$ cat config.mk
export PLATFORM = sky130hd
export DESIGN_NAME = decode_queue
export DESIGN_NICKNAME = d
export VERILOG_FILES = /design/src/rtl/decode_queue.sv
export SDC_FILE = /design/constraint.sdc
export NUM_CORES = 1
export LEC_CHECK = 0
export CAP_MARGIN = 25
export CORE_ASPECT_RATIO = 1.4
export CORE_MARGIN = 3
export CORE_UTILIZATION = 45
export CTS_CLUSTER_DIAMETER = 60
export CTS_CLUSTER_SIZE = 25
export DETAILED_ROUTE_END_ITERATION = 12
export GPL_ROUTABILITY_DRIVEN = 1
export PLACE_DENSITY = 0.65
export SLEW_MARGIN = 25
export SYNTH_ARGS = -nofsm -noshare
export SYNTH_HDL_FRONTEND = slang
export SYNTH_SLANG_ARGS = --single-unit
$ cat constraint.sdc
create_clock -name clk -period 9.9 [get_ports clk]
set_clock_uncertainty 0.05 [all_clocks]
set_input_delay 1.98 -clock clk [delete_from_list [all_inputs] [get_ports clk]]
set_output_delay 1.98 -clock clk [all_outputs]
set_load 0.02 [all_outputs]
$ cat src/rtl/decode_queue.sv
// Per-core decode FIFOs: words are decoded at enqueue and
// the head presents registered, fully formed fields.
module decode_queue #(
  parameter int NUM_CH = 2,
  parameter int DEPTH  = 2,
  parameter int XLEN   = 32
) (
  input  logic                clk,
  input  logic                rst_n,
  input  logic [NUM_CH-1:0]   in_valid,
  output logic [NUM_CH-1:0]   in_ready,
  input  logic [32*NUM_CH-1:0] in_instr,
  input  logic [NUM_CH-1:0]   flush,
  output logic [NUM_CH-1:0]   out_valid,
  input  logic [NUM_CH-1:0]   out_ready,
  output logic [7*NUM_CH-1:0] out_opcode,
  output logic [3*NUM_CH-1:0] out_funct3,
  output logic [7*NUM_CH-1:0] out_funct7,
  output logic [5*NUM_CH-1:0] out_rs1,
  output logic [5*NUM_CH-1:0] out_rs2,
  output logic [5*NUM_CH-1:0] out_rd,
  output logic [XLEN*NUM_CH-1:0] out_imm,
  output logic [3*NUM_CH-1:0] out_fmt,
  output logic [NUM_CH-1:0]   out_illegal,
  output logic [NUM_CH-1:0]   out_lock_req,
  output logic [NUM_CH-1:0]   out_lock_rel
);

  localparam int PW = $clog2(DEPTH);
  localparam int CW = $clog2(DEPTH + 1);

  localparam logic [2:0] F_R  = 3'd0;
  localparam logic [2:0] F_I  = 3'd1;
  localparam logic [2:0] F_SH = 3'd2;
  localparam logic [2:0] F_S  = 3'd3;
  localparam logic [2:0] F_B  = 3'd4;
  localparam logic [2:0] F_U  = 3'd5;
  localparam logic [2:0] F_J  = 3'd6;
  localparam logic [2:0] F_LK = 3'd7;

  typedef struct packed {
    logic [6:0]      opcode;
    logic [2:0]      funct3;
    logic [6:0]      funct7;
    logic [4:0]      rs1;
    logic [4:0]      rs2;
    logic [4:0]      rd;
    logic [XLEN-1:0] imm;
    logic [2:0]      fmt;
    logic            illegal;
    logic            lock_req;
    logic            lock_rel;
  } rec_t;

  function automatic rec_t decode(input logic [31:0] i);
    rec_t d;
    logic [6:0] op;
    logic sh_f3, is_r, is_sh, is_i, is_s;
    logic is_b, is_u, is_j, is_lq, is_lr;
    d     = '0;
    op    = i[6:0];
    // funct3 001 and 101 are the shift-immediate forms
    sh_f3 = (i[13:12] == 2'b01);
    is_r  = (op == 7'b0110011);
    is_sh = (op == 7'b0010011) & sh_f3;
    is_i  = ((op == 7'b0010011) & ~sh_f3)
          | (op == 7'b1100111)
          | (op == 7'b0000011)
          | (op == 7'b1111110);
    is_b  = (op == 7'b1100011);
    is_s  = (op == 7'b0100011) | (op == 7'b1111111);
    is_u  = (op == 7'b0110111) | (op == 7'b0010111);
    is_j  = (op == 7'b1101111);
    is_lq = (op == 7'b1000000);
    is_lr = (op == 7'b0100000);
    d.opcode = op;
    d.funct3 = i[14:12];
    unique case (1'b1)
      is_r: begin
        d.fmt    = F_R;
        d.rs1    = i[19:15];
        d.rs2    = i[24:20];
        d.rd     = i[11:7];
        d.funct7 = i[31:25];
      end
      is_sh: begin
        d.fmt    = F_SH;
        d.rs1    = i[19:15];
        d.rd     = i[11:7];
        d.funct7 = i[31:25];
        d.imm    = XLEN'(i[24:20]);
      end
      is_i: begin
        d.fmt = F_I;
        d.rs1 = i[19:15];
        d.rd  = i[11:7];
        d.imm = XLEN'($signed(i[31:20]));
      end
      is_s: begin
        d.fmt = F_S;
        d.rs1 = i[19:15];
        d.rs2 = i[24:20];
        d.imm = XLEN'($signed({i[31:25], i[11:7]}));
      end
      is_b: begin
        d.fmt = F_B;
        d.rs1 = i[19:15];
        d.rs2 = i[24:20];
        d.imm = XLEN'($signed({i[31], i[7], i[30:25],
                               i[11:8], 1'b0}));
      end
      is_u: begin
        d.fmt = F_U;
        d.rd  = i[11:7];
        d.imm = XLEN'($signed({i[31:12], 12'b0}));
      end
      is_j: begin
        d.fmt = F_J;
        d.rd  = i[11:7];
        d.imm = XLEN'($signed({i[31], i[19:12], i[20],
                               i[30:21], 1'b0}));
      end
      is_lq, is_lr: begin
        d.fmt      = F_LK;
        d.rd       = i[11:7];
        d.imm      = XLEN'(i[31:12]);
        d.lock_req = is_lq;
        d.lock_rel = is_lr;
      end
      default: d.illegal = 1'b1;
    endcase
    return d;
  endfunction

  for (genvar c = 0; c < NUM_CH; c++) begin : g_ch
    rec_t          mem [DEPTH];
    rec_t          dec;
    rec_t          head;
    logic [PW-1:0] rp;
    logic [PW-1:0] wp;
    logic [CW-1:0] cnt;
    logic          vld;
    logic          push;
    logic          pop;

    assign dec  = decode(in_instr[32*c +: 32]);
    assign vld  = (cnt != '0);
    assign push = in_valid[c] & in_ready[c];
    assign pop  = vld & out_ready[c];

    assign in_ready[c] = rst_n & ~flush[c]
                       & (cnt < CW'(DEPTH));

    always_ff @(posedge clk or negedge rst_n) begin
      if (!rst_n) begin
        rp  <= '0;
        wp  <= '0;
        cnt <= '0;
      end else if (flush[c]) begin
        rp  <= '0;
        wp  <= '0;
        cnt <= '0;
      end else begin
        if (push) wp <= wp + PW'(1);
        if (pop)  rp <= rp + PW'(1);
        unique case ({push, pop})
          2'b10:   cnt <= cnt + CW'(1);
          2'b01:   cnt <= cnt - CW'(1);
          default: cnt <= cnt;
        endcase
      end
    end

    // payload needs no reset: head is masked while empty
    always_ff @(posedge clk) begin
      if (push) mem[wp] <= dec;
    end

    assign head = vld ? mem[rp] : '0;

    assign out_valid[c]             = vld;
    assign out_opcode[7*c +: 7]     = head.opcode;
    assign out_funct3[3*c +: 3]     = head.funct3;
    assign out_funct7[7*c +: 7]     = head.funct7;
    assign out_rs1[5*c +: 5]        = head.rs1;
    assign out_rs2[5*c +: 5]        = head.rs2;
    assign out_rd[5*c +: 5]         = head.rd;
    assign out_imm[XLEN*c +: XLEN]  = head.imm;
    assign out_fmt[3*c +: 3]        = head.fmt;
    assign out_illegal[c]           = head.illegal;
    assign out_lock_req[c]          = head.lock_req;
    assign out_lock_rel[c]          = head.lock_rel;
  end

endmodule
; ---- Yosys cells after proc, flatten, opt, wreduce, memory -nomap -nowiden
; Memory sizes are Yosys's and may differ from the RTL's.
; Index checks and enable logic that the tools add are counted.
[totals]
register_bits = 8
latch_bits = 0
ramBits = 280
mem_bits_ro = 0
inputBits = 72
out_inout_bits = 144
word_cells = 130
memories = 2
[memory_table]
columns = memory, depth, word_bits, read_ports, rd_clocked_by_memory_dff, wr, line
row1 = g_ch[0].mem, 2, 70, 1, 0, 1, 136  ; rec_t mem [DEPTH];
row2 = g_ch[1].mem, 2, 70, 1, 0, 1, 136
[op_classes]
addsub = 8
n_mul = 0
div_mod_pow = 0
n_lt_le_gt_ge = 2
eq_ne = 32
shift = 0
muxes = 34
bitwise = 26
reduce_logical = 20
[ops]
columns = cell, n
row1 = 32-bit case mux with 7 select lines, 2
row2 = 70-bit 2-to-1 mux, 2
row3 = 7-bit == test (second input constant), 12
row4 = 7-bit by 6-bit == test with 1-bit output (second input constant), 8
row5 = 3-bit case mux with 7 select lines, 2
row6 = 5-bit 2-to-1 mux, 6
row7 = 7-bit by 5-bit == test with 1-bit output (second input constant), 4
row8 = 9-bit OR reduction, 2
row9 = 7-bit by 2-bit == test with 1-bit output (second input constant), 2
row10 = 1-bit 2-to-1 mux, 14
row11 = 7-bit 2-to-1 mux, 2
row12 = 7-bit OR reduction, 2
row13 = 1-bit bitwise AND, 12
row14 = 2-bit nonzero test, 6
row15 = 1-bit OR, 10
row16 = 5-bit OR reduction, 2
row17 = 2-bit by 1-bit == test with 1-bit output (second input constant), 4
row18 = 2-bit 2-to-1 mux, 4
row19 = 2-bit case mux with 2 select lines, 2
row20 = 2-bit OR reduction, 4
row21 = 3-bit nonzero test, 2
row22 = 3-bit OR reduction, 2
row23 = 1-bit adder (second input constant), 4
row24 = 2-bit by 1-bit adder with 2-bit output (second input constant), 2
row25 = 4 further kinds, 10

; ---- Longest topological paths before layout
; Gate-level depths: netlist of the first run.
[logic_depth]
ltp_word = 8
mapped_depth = 7
depth_no_buf = 5

; ---- Least setup slack after synthesis of the first run
; Ideal clock, no wire load.
[synth_path]
path_type = input-to-reg
startpoint = input in_valid[0]
endpoint = memory g_ch[0].mem[1][0] in the netlist's numbering, enable pin
setup_time_ps = 696
t_arrival_ps = 9274
required_time_ps = 9154
setup_slack_ps = -119
path_stages = 2
n_path_buf = 0
cell_sequence = nand2_1 > nor4b_1
[synth_between]
elab_chain_len = 3
[synth_lines]
columns = element, line
row1 = start: declaration, 10  ; input logic [NUM_CH-1:0] in_valid,
row2 = 1-bit bitwise AND, 148  ; assign push = in_valid[c] & in_ready[c];
row3 = 1-bit 2-to-1 mux, 176  ; if (push) mem[wp] <= dec;
row4 = 1-bit 2-to-1 mux (implied by the code), 176
row5 = end: declaration, 136
; No other way between the ends.

; ---- Worst setup path in the final report of the first run
[layout_path]
startpoint = input rst_n
endpoint = output in_ready[0]
[layout_between]
elab_chain_len = 2
[layout_lines]
columns = element, line
row1 = start: declaration, 9  ; input logic rst_n,
row2 = 1-bit bitwise AND, 151  ; assign in_ready[c] = rst_n & ~flush[c]
row3 = 1-bit bitwise AND, 152  ; & (cnt < CW'(DEPTH));
row4 = end: declaration, 11  ; output logic [NUM_CH-1:0] in_ready,
; No other way between the ends.

==> results of run 1 <==
## Yosys cell counts, types with 3 or more instances
cell type	n
or3_1	6
nand2b_1	6
nand4_1	4
a21boi_0	7
nor3_1	7
and3_1	5
xor2_1	3
nand2_1	22
a211o_1	3
and2_1	29
and4_1	3
o21ai_0	5
buf_4	3
mux2i_1	140
a21o_1	25
buf_2	14
o22ai_1	5
nor4_1	5
clkbuf_1	26
buf_1	12
xnor2_1	3
edfxtp_1	280
nor2b_1	8
nand3_1	7
a31oi_1	4
nand3b_1	5
or2_2	3
a221o_1	26
a21oi_1	11
a22o_1	18
inv_1	9
nor2_1	164
nor3b_1	3
dfrtp_1	8
## worst register-to-register path: cells and delay by family, from the launching register on
kind | cells | cell delay [ps]
buffers and inverters | 1 | 770
AND/OR/NAND/NOR | 1 | 290
flip-flops | 1 | 510
## through the flow
stage / area [sq um] / util, % / setup slack (ps) / power (mW)
after floorplan: 12800 / - / 392 / 1.55
after global placement: 15300 / 55.0 / 4180 / 1.68
after detailed placement: 15300 / 55.0 / 4190 / 1.69
after CTS: 15800 / 56.8 / 4180 / 2.40
after global routing: 15800 / 56.8 / 4120 / 2.46
final: 15800 / 56.8 / 4210 / 2.37
## metal layers
metal  track usage [%]  vias to the layer above
met4              5.18                        0
li1                  -                     3828
met2              36.5                      264
met5                 0                        -
met3              3.06                       39
met1              22.7                     4036
## path summary, 6_finish.rpt
kind	cells after the start	startpoint	to
worst max-delay path	3	rst_n	in_ready[0]
worst min-delay path	2	g_ch[1].wp$_DFFE_PN0P_	g_ch[1].wp$_DFFE_PN0P_
worst max register to register	2	g_ch[0].cnt[1]$_DFFE_PN0P_	g_ch[0].mem[0][1]$_DFFE_PP_
worst min register to register	2	g_ch[1].wp$_DFFE_PN0P_	g_ch[1].wp$_DFFE_PN0P_
max in group asynchronous	1	rst_n	g_ch[0].rp$_DFFE_PN0P_
min in group asynchronous	1	rst_n	g_ch[1].cnt[1]$_DFFE_PN0P_
## kinds of logic (layout without fill, tap and decap cells)
group / Yosys count / count (layout) / synth area share (%)
simple gates: 292 / 292 / 11.2
compound gates: 121 / 121 / 7.81
xor+xnor: 6 / 6 / 0.410
mux: 142 / 142 / 11.1
buf+inv: 66 / 257 / 2.28
flops: 288 / 288 / 67.2
## area by class of cell
cell class / count / area (sq um)
Fill cell: 2255 / 12000
Sequential cell: 288 / 8620
Multi-Input combinational cell: 561 / 3980
Timing Repair Buffer: 224 / 2220
Tap cell: 370 / 463
Clock buffer: 18 / 429
Clock inverter: 6 / 76.3
Inverter: 9 / 33.8
## cell usage in the layout, fill, tap and decap left out, types with 4 or more instances in the layout
cell and count:
edfxtp_1 280, clkdlybuf4s50_1 215, nor2_1 161, mux2i_1 140, and2_1 29, a221o_1 26, a21o_1 25, nand2_1 22
a22o_1 18, clkbuf_16 17, a21oi_1 11, inv_1 9, buf_4 9, nor2b_1 8, nand3_1 7, nor3_1 7
a21boi_0 7, or3_1 6, nand2b_1 6, dfrtp_1 6, nand3b_1 5, and3_1 5, o21ai_0 5, o22ai_1 5
nand4_1 4, a31oi_1 4
## state kept, by name, summed over array words and instances, names as in the netlist
register / count
g_ch.mem: 280
g_ch.cnt: 4
g_ch.rp: 2
g_ch.wp: 2
## power groups by stage
stage	logic, mW	clock network (mW)	registers, mW
after global placement	0.287	0	1.40
after detailed placement	0.289	0	1.40
final	0.286	0.717	1.37
after floorplan	0.161	0	1.39
after CTS	0.290	0.744	1.37
after global routing	0.307	0.782	1.37
==> results.txt, run 1 <==
global placement routability congestion: 0.900
total of max-cap violations: 0
Mean Syn Cell Area: 14.0 sq um
TritonCTS Buffers: 16
peak fanout along the critical path: 14
Total GRT Usage: 19.4%
Initial DRC Count: 488
Async SR Flop Fraction: 2.78%
Remaining DRCs: 0
Lkg Pwr: 5.15 nW
kind of cell adding the most delay to the critical path: buffers and inverters
crit-path most repeated cell: clkdlybuf4s50_1
share of layout cells above drive strength 1: 4.97%
Synth cell types: 63
Hold WC Path Type: reg -> reg
CP max-delay cell: clkdlybuf4s50_1
final worst-path cycle share: 57.5%
CTS root buffer: clkbuf_16
width of the die: 149 um
Clk pwr share: 30.2%
crit start category: input pin
vias in the first global route: 8232
Worst-path clk slew: 90 ps
CP endpoint kind: primary output
Synth top area share: 65.6%
Seq pwr share: 57.7%
ANT nets after route: 0
fmax: 176 MHz
Clock H-tree levels: 1
antenna violations before repair: 0
Slew Limit Fails: 0
nets: 1172
setup repair bufs after CTS: 0
Detailed Route WL: 30.4 mm
CTS tree: built
largest net degree at the start of global routing: 72
Final setup viols: 0
via-per-instance ratio: 5.53
Layout Cells excl Fill: 1476
# hold bufs at CTS: 0
CTS resizes: 0
Net Sw Power: 0.549 mW
grt total ovfl: 0
core box area: 27800 sq um
Final min period: 5690 ps
final hold violation count: 0
Ys Warns: 0
WS Path Type: in -> out
syn nets: 987
RSZ-0062 raised after global routing: no
detail-routed net length per standard cell: 20.6 um
Die Y: 206 um
Post-Route Setup TNS: 0 ps
pwr/cell area: 150 nW/um^2
status: finished, final reports clean
Net Sw Frac: 23.2%
Post-Route M1 WL: 11.6 mm
hold slack: 570 ps
DP HPWL: 20.7 mm
Post-synth EDFFs: 280
routed wl met3: 1.71 mm
Synth Register Bits: 288
routed via count: 8167
Post-Synthesis Cells: 915
Max-slew headroom: 33.0%
Primary FF master, synth: edfxtp_1
Starting Density: 46.0%
Bufs and invs on worst path: 2
Mapped Area: 12800 sq um
Worst EP required: 7870 ps
Worst IR Drop VDD: 0.000183 V
deepest clock path buffer count: 3
post-synthesis sequential area ratio: 67.2%
R2R setup slack: 7820 ps
Routed met2 length: 16.4 mm
Synth area leader: edfxtp_1
slew of the pin with the lowest slew margin: 1010 ps
Synth area leaders: edfxtp_1, mux2i_1, nor2_1
Die ar.: 30600 sq um
# port buffers: 215
row cnt: 72
Boundary Pins: 216
combinational share of power: 12.0%
# diodes: 0
worst endpoint data arrival time: 3660 ps
clk_lat worst skew: 490 ps
Cells after DPL: 1452
max layer used: met4
first-pass GRT wire length: 46.2 mm
Crit path largest cell delay: 800 ps
sinks on the clock net: 288
Area Growth Syn to Fin: 23.5%
cell-internal power: 1.82 mW
TritonRoute pass-1 iters: 5
crit-path cells: clkdlybuf4s50_1 -> nor3b_1 -> clkdlybuf4s50_1
(Power assumes the default switching activity.)
==> run 2, diff against run 1 <==
PLACE_DENSITY = 0.68   (was 0.65)
clock period = 4.8 ns   (was 9.9 ns; I/O delays follow)
==> results.txt, run 2 (same netlist as run 1, synthesis figures left out) <==
crit-path cells: buf_4 -> mux2i_1 -> nor2_1 -> clkdlybuf4s50_1
Finished Cell Area: 16000 sq um
most frequent cells in the layout: edfxtp_1, clkdlybuf4s50_1, nor2_1, mux2i_1, and2_1
Boundary Pins: 216
Clock H-tree levels: 1
final hold violation count: 0
Crit path largest cell delay: 940 ps
Worst EP required: 3790 ps
Total GRT Usage: 19.5%
grt total ovfl: 0
detail-routed net length per standard cell: 20.5 um
deepest clock path buffer count: 3
Area Growth Syn to Fin: 24.8%
status: finished, final reports clean
CP max-delay cell: dfrtp_4
global placement routability congestion: 0.933
peak fanout along the critical path: 44
Final setup viols: 0
crit start category: flop
Die Y: 206 um
# diodes: 0
worst endpoint data arrival time: 2820 ps
Worst-path clk slew: 90 ps
ANT nets after route: 0
# hold bufs at CTS: 0
kind of cell adding the most delay to the critical path: buffers and inverters
sinks on the clock net: 288
Detailed Route WL: 30.4 mm
Initial DRC Count: 455
CTS tree: built
CTS root buffer: clkbuf_16
routed via count: 8178
Die ar.: 30600 sq um
width of the die: 149 um
slew of the pin with the lowest slew margin: 847 ps
core box area: 27800 sq um
fmax: 261 MHz
via-per-instance ratio: 5.50
setup repair bufs after CTS: 0
Final min period: 3830 ps
RSZ-0062 raised after global routing: no
row cnt: 72
first-pass GRT wire length: 46.9 mm
Post-Route Setup TNS: 0 ps
TritonRoute pass-1 iters: 5
vias in the first global route: 8280
hold slack: 587 ps
Lkg Pwr: 5.22 nW
CTS resizes: 0
max FFs per register: 280
largest net degree at the start of global routing: 72
antenna violations before repair: 0
clk_lat worst skew: 490 ps
DP HPWL: 21.2 mm
Remaining DRCs: 0
total of max-cap violations: 0
nets: 1181
most common cell after layout, fill and taps aside: edfxtp_1
Regs by FF count: g_ch.mem x280, g_ch.cnt x4
Hold WC Path Type: reg -> reg
Starting Density: 46.0%
Worst IR Drop VDD: 0.000354 V
Bufs and invs on worst path: 2
TritonCTS Buffers: 16
Max-slew headroom: 43.1%
Top reg by flops: g_ch.mem
share of layout cells above drive strength 1: 5.47%
Slew Limit Fails: 0
Area after DPL: 15500 sq um
final worst-path cycle share: 79.8%
CP endpoint kind: primary output
WS Path Type: reg -> out
Fillers: 2250
pwr/cell area: 306 nW/um^2
# port buffers: 215
==> run 2: changes by cell type in the layout (fill, tap and decap cells not counted), moves of 2 or more <==
cell / previous run / this run
clkbuf_1: 1 / 4
nor4_4: 1 / 3
buf_12: 0 / 8
nor4_2: 3 / 1
==> run 2: layout make-up <==
type                    count  area, sq um  area share, %
flip-flops and latches    288         8620           53.9
multi-input cells         561         3990           25.0
repair buffers            233         2390           14.9
well taps                 370          463           2.90
clock buffers              22          454           2.84
clock inverters             3         40.0          0.250
inverters                   9         33.8          0.211
==> run 2: through the flow <==
stage,power (mW),utilization [%],std cells,setup slack [ps]
floorplan,3.20,-,915,877
global placement,3.49,55.7,1461,1130
detailed placement,3.49,55.7,1461,1140
CTS,4.95,57.4,1486,883
global route,5.07,57.4,1486,779
finish,4.89,57.4,1486,968
==> run 2: per-layer routing <==
layer	up-vias	global-route usage [%]	share of wire, %
met5	-	0	0
met4	0	5.74	2.9
met3	49	3.11	6.6
met2	301	35.8	53
met1	3985	23.7	38
li1	3843	-	-
==> run 2: path summary, 6_finish.rpt <==
path                                                 start                     endpoint  slack, ps  cells after the start
worst max-delay path                g_ch[0].rp$_DFFE_PN0P_                   out_imm[0]        970                      4
worst min-delay path                g_ch[1].wp$_DFFE_PN0P_       g_ch[1].wp$_DFFE_PN0P_        590                      2
worst max register to register  g_ch[0].cnt[1]$_DFFE_PN0P_  g_ch[0].mem[0][6]$_DFFE_PP_       2830                      2
worst min register to register      g_ch[1].wp$_DFFE_PN0P_       g_ch[1].wp$_DFFE_PN0P_        590                      2
max in group asynchronous                            rst_n       g_ch[0].rp$_DFFE_PN0P_       3570                      1
min in group asynchronous                            rst_n   g_ch[1].cnt[1]$_DFFE_PN0P_        750                      1
==> run 2: where the power goes <==
part / switching, mW / internal, mW / total (mW)
sequential: 0.0384 / 2.79 / 2.83
clock: 0.780 / 0.685 / 1.47
combinational: 0.331 / 0.264 / 0.595
total: 1.15 / 3.74 / 4.89
==> run 2: worst min-delay path, stage by stage (launching register included) <==
cell and delay, ps:
dfrtp_1 430, xnor2_1 140, nor2_1 40
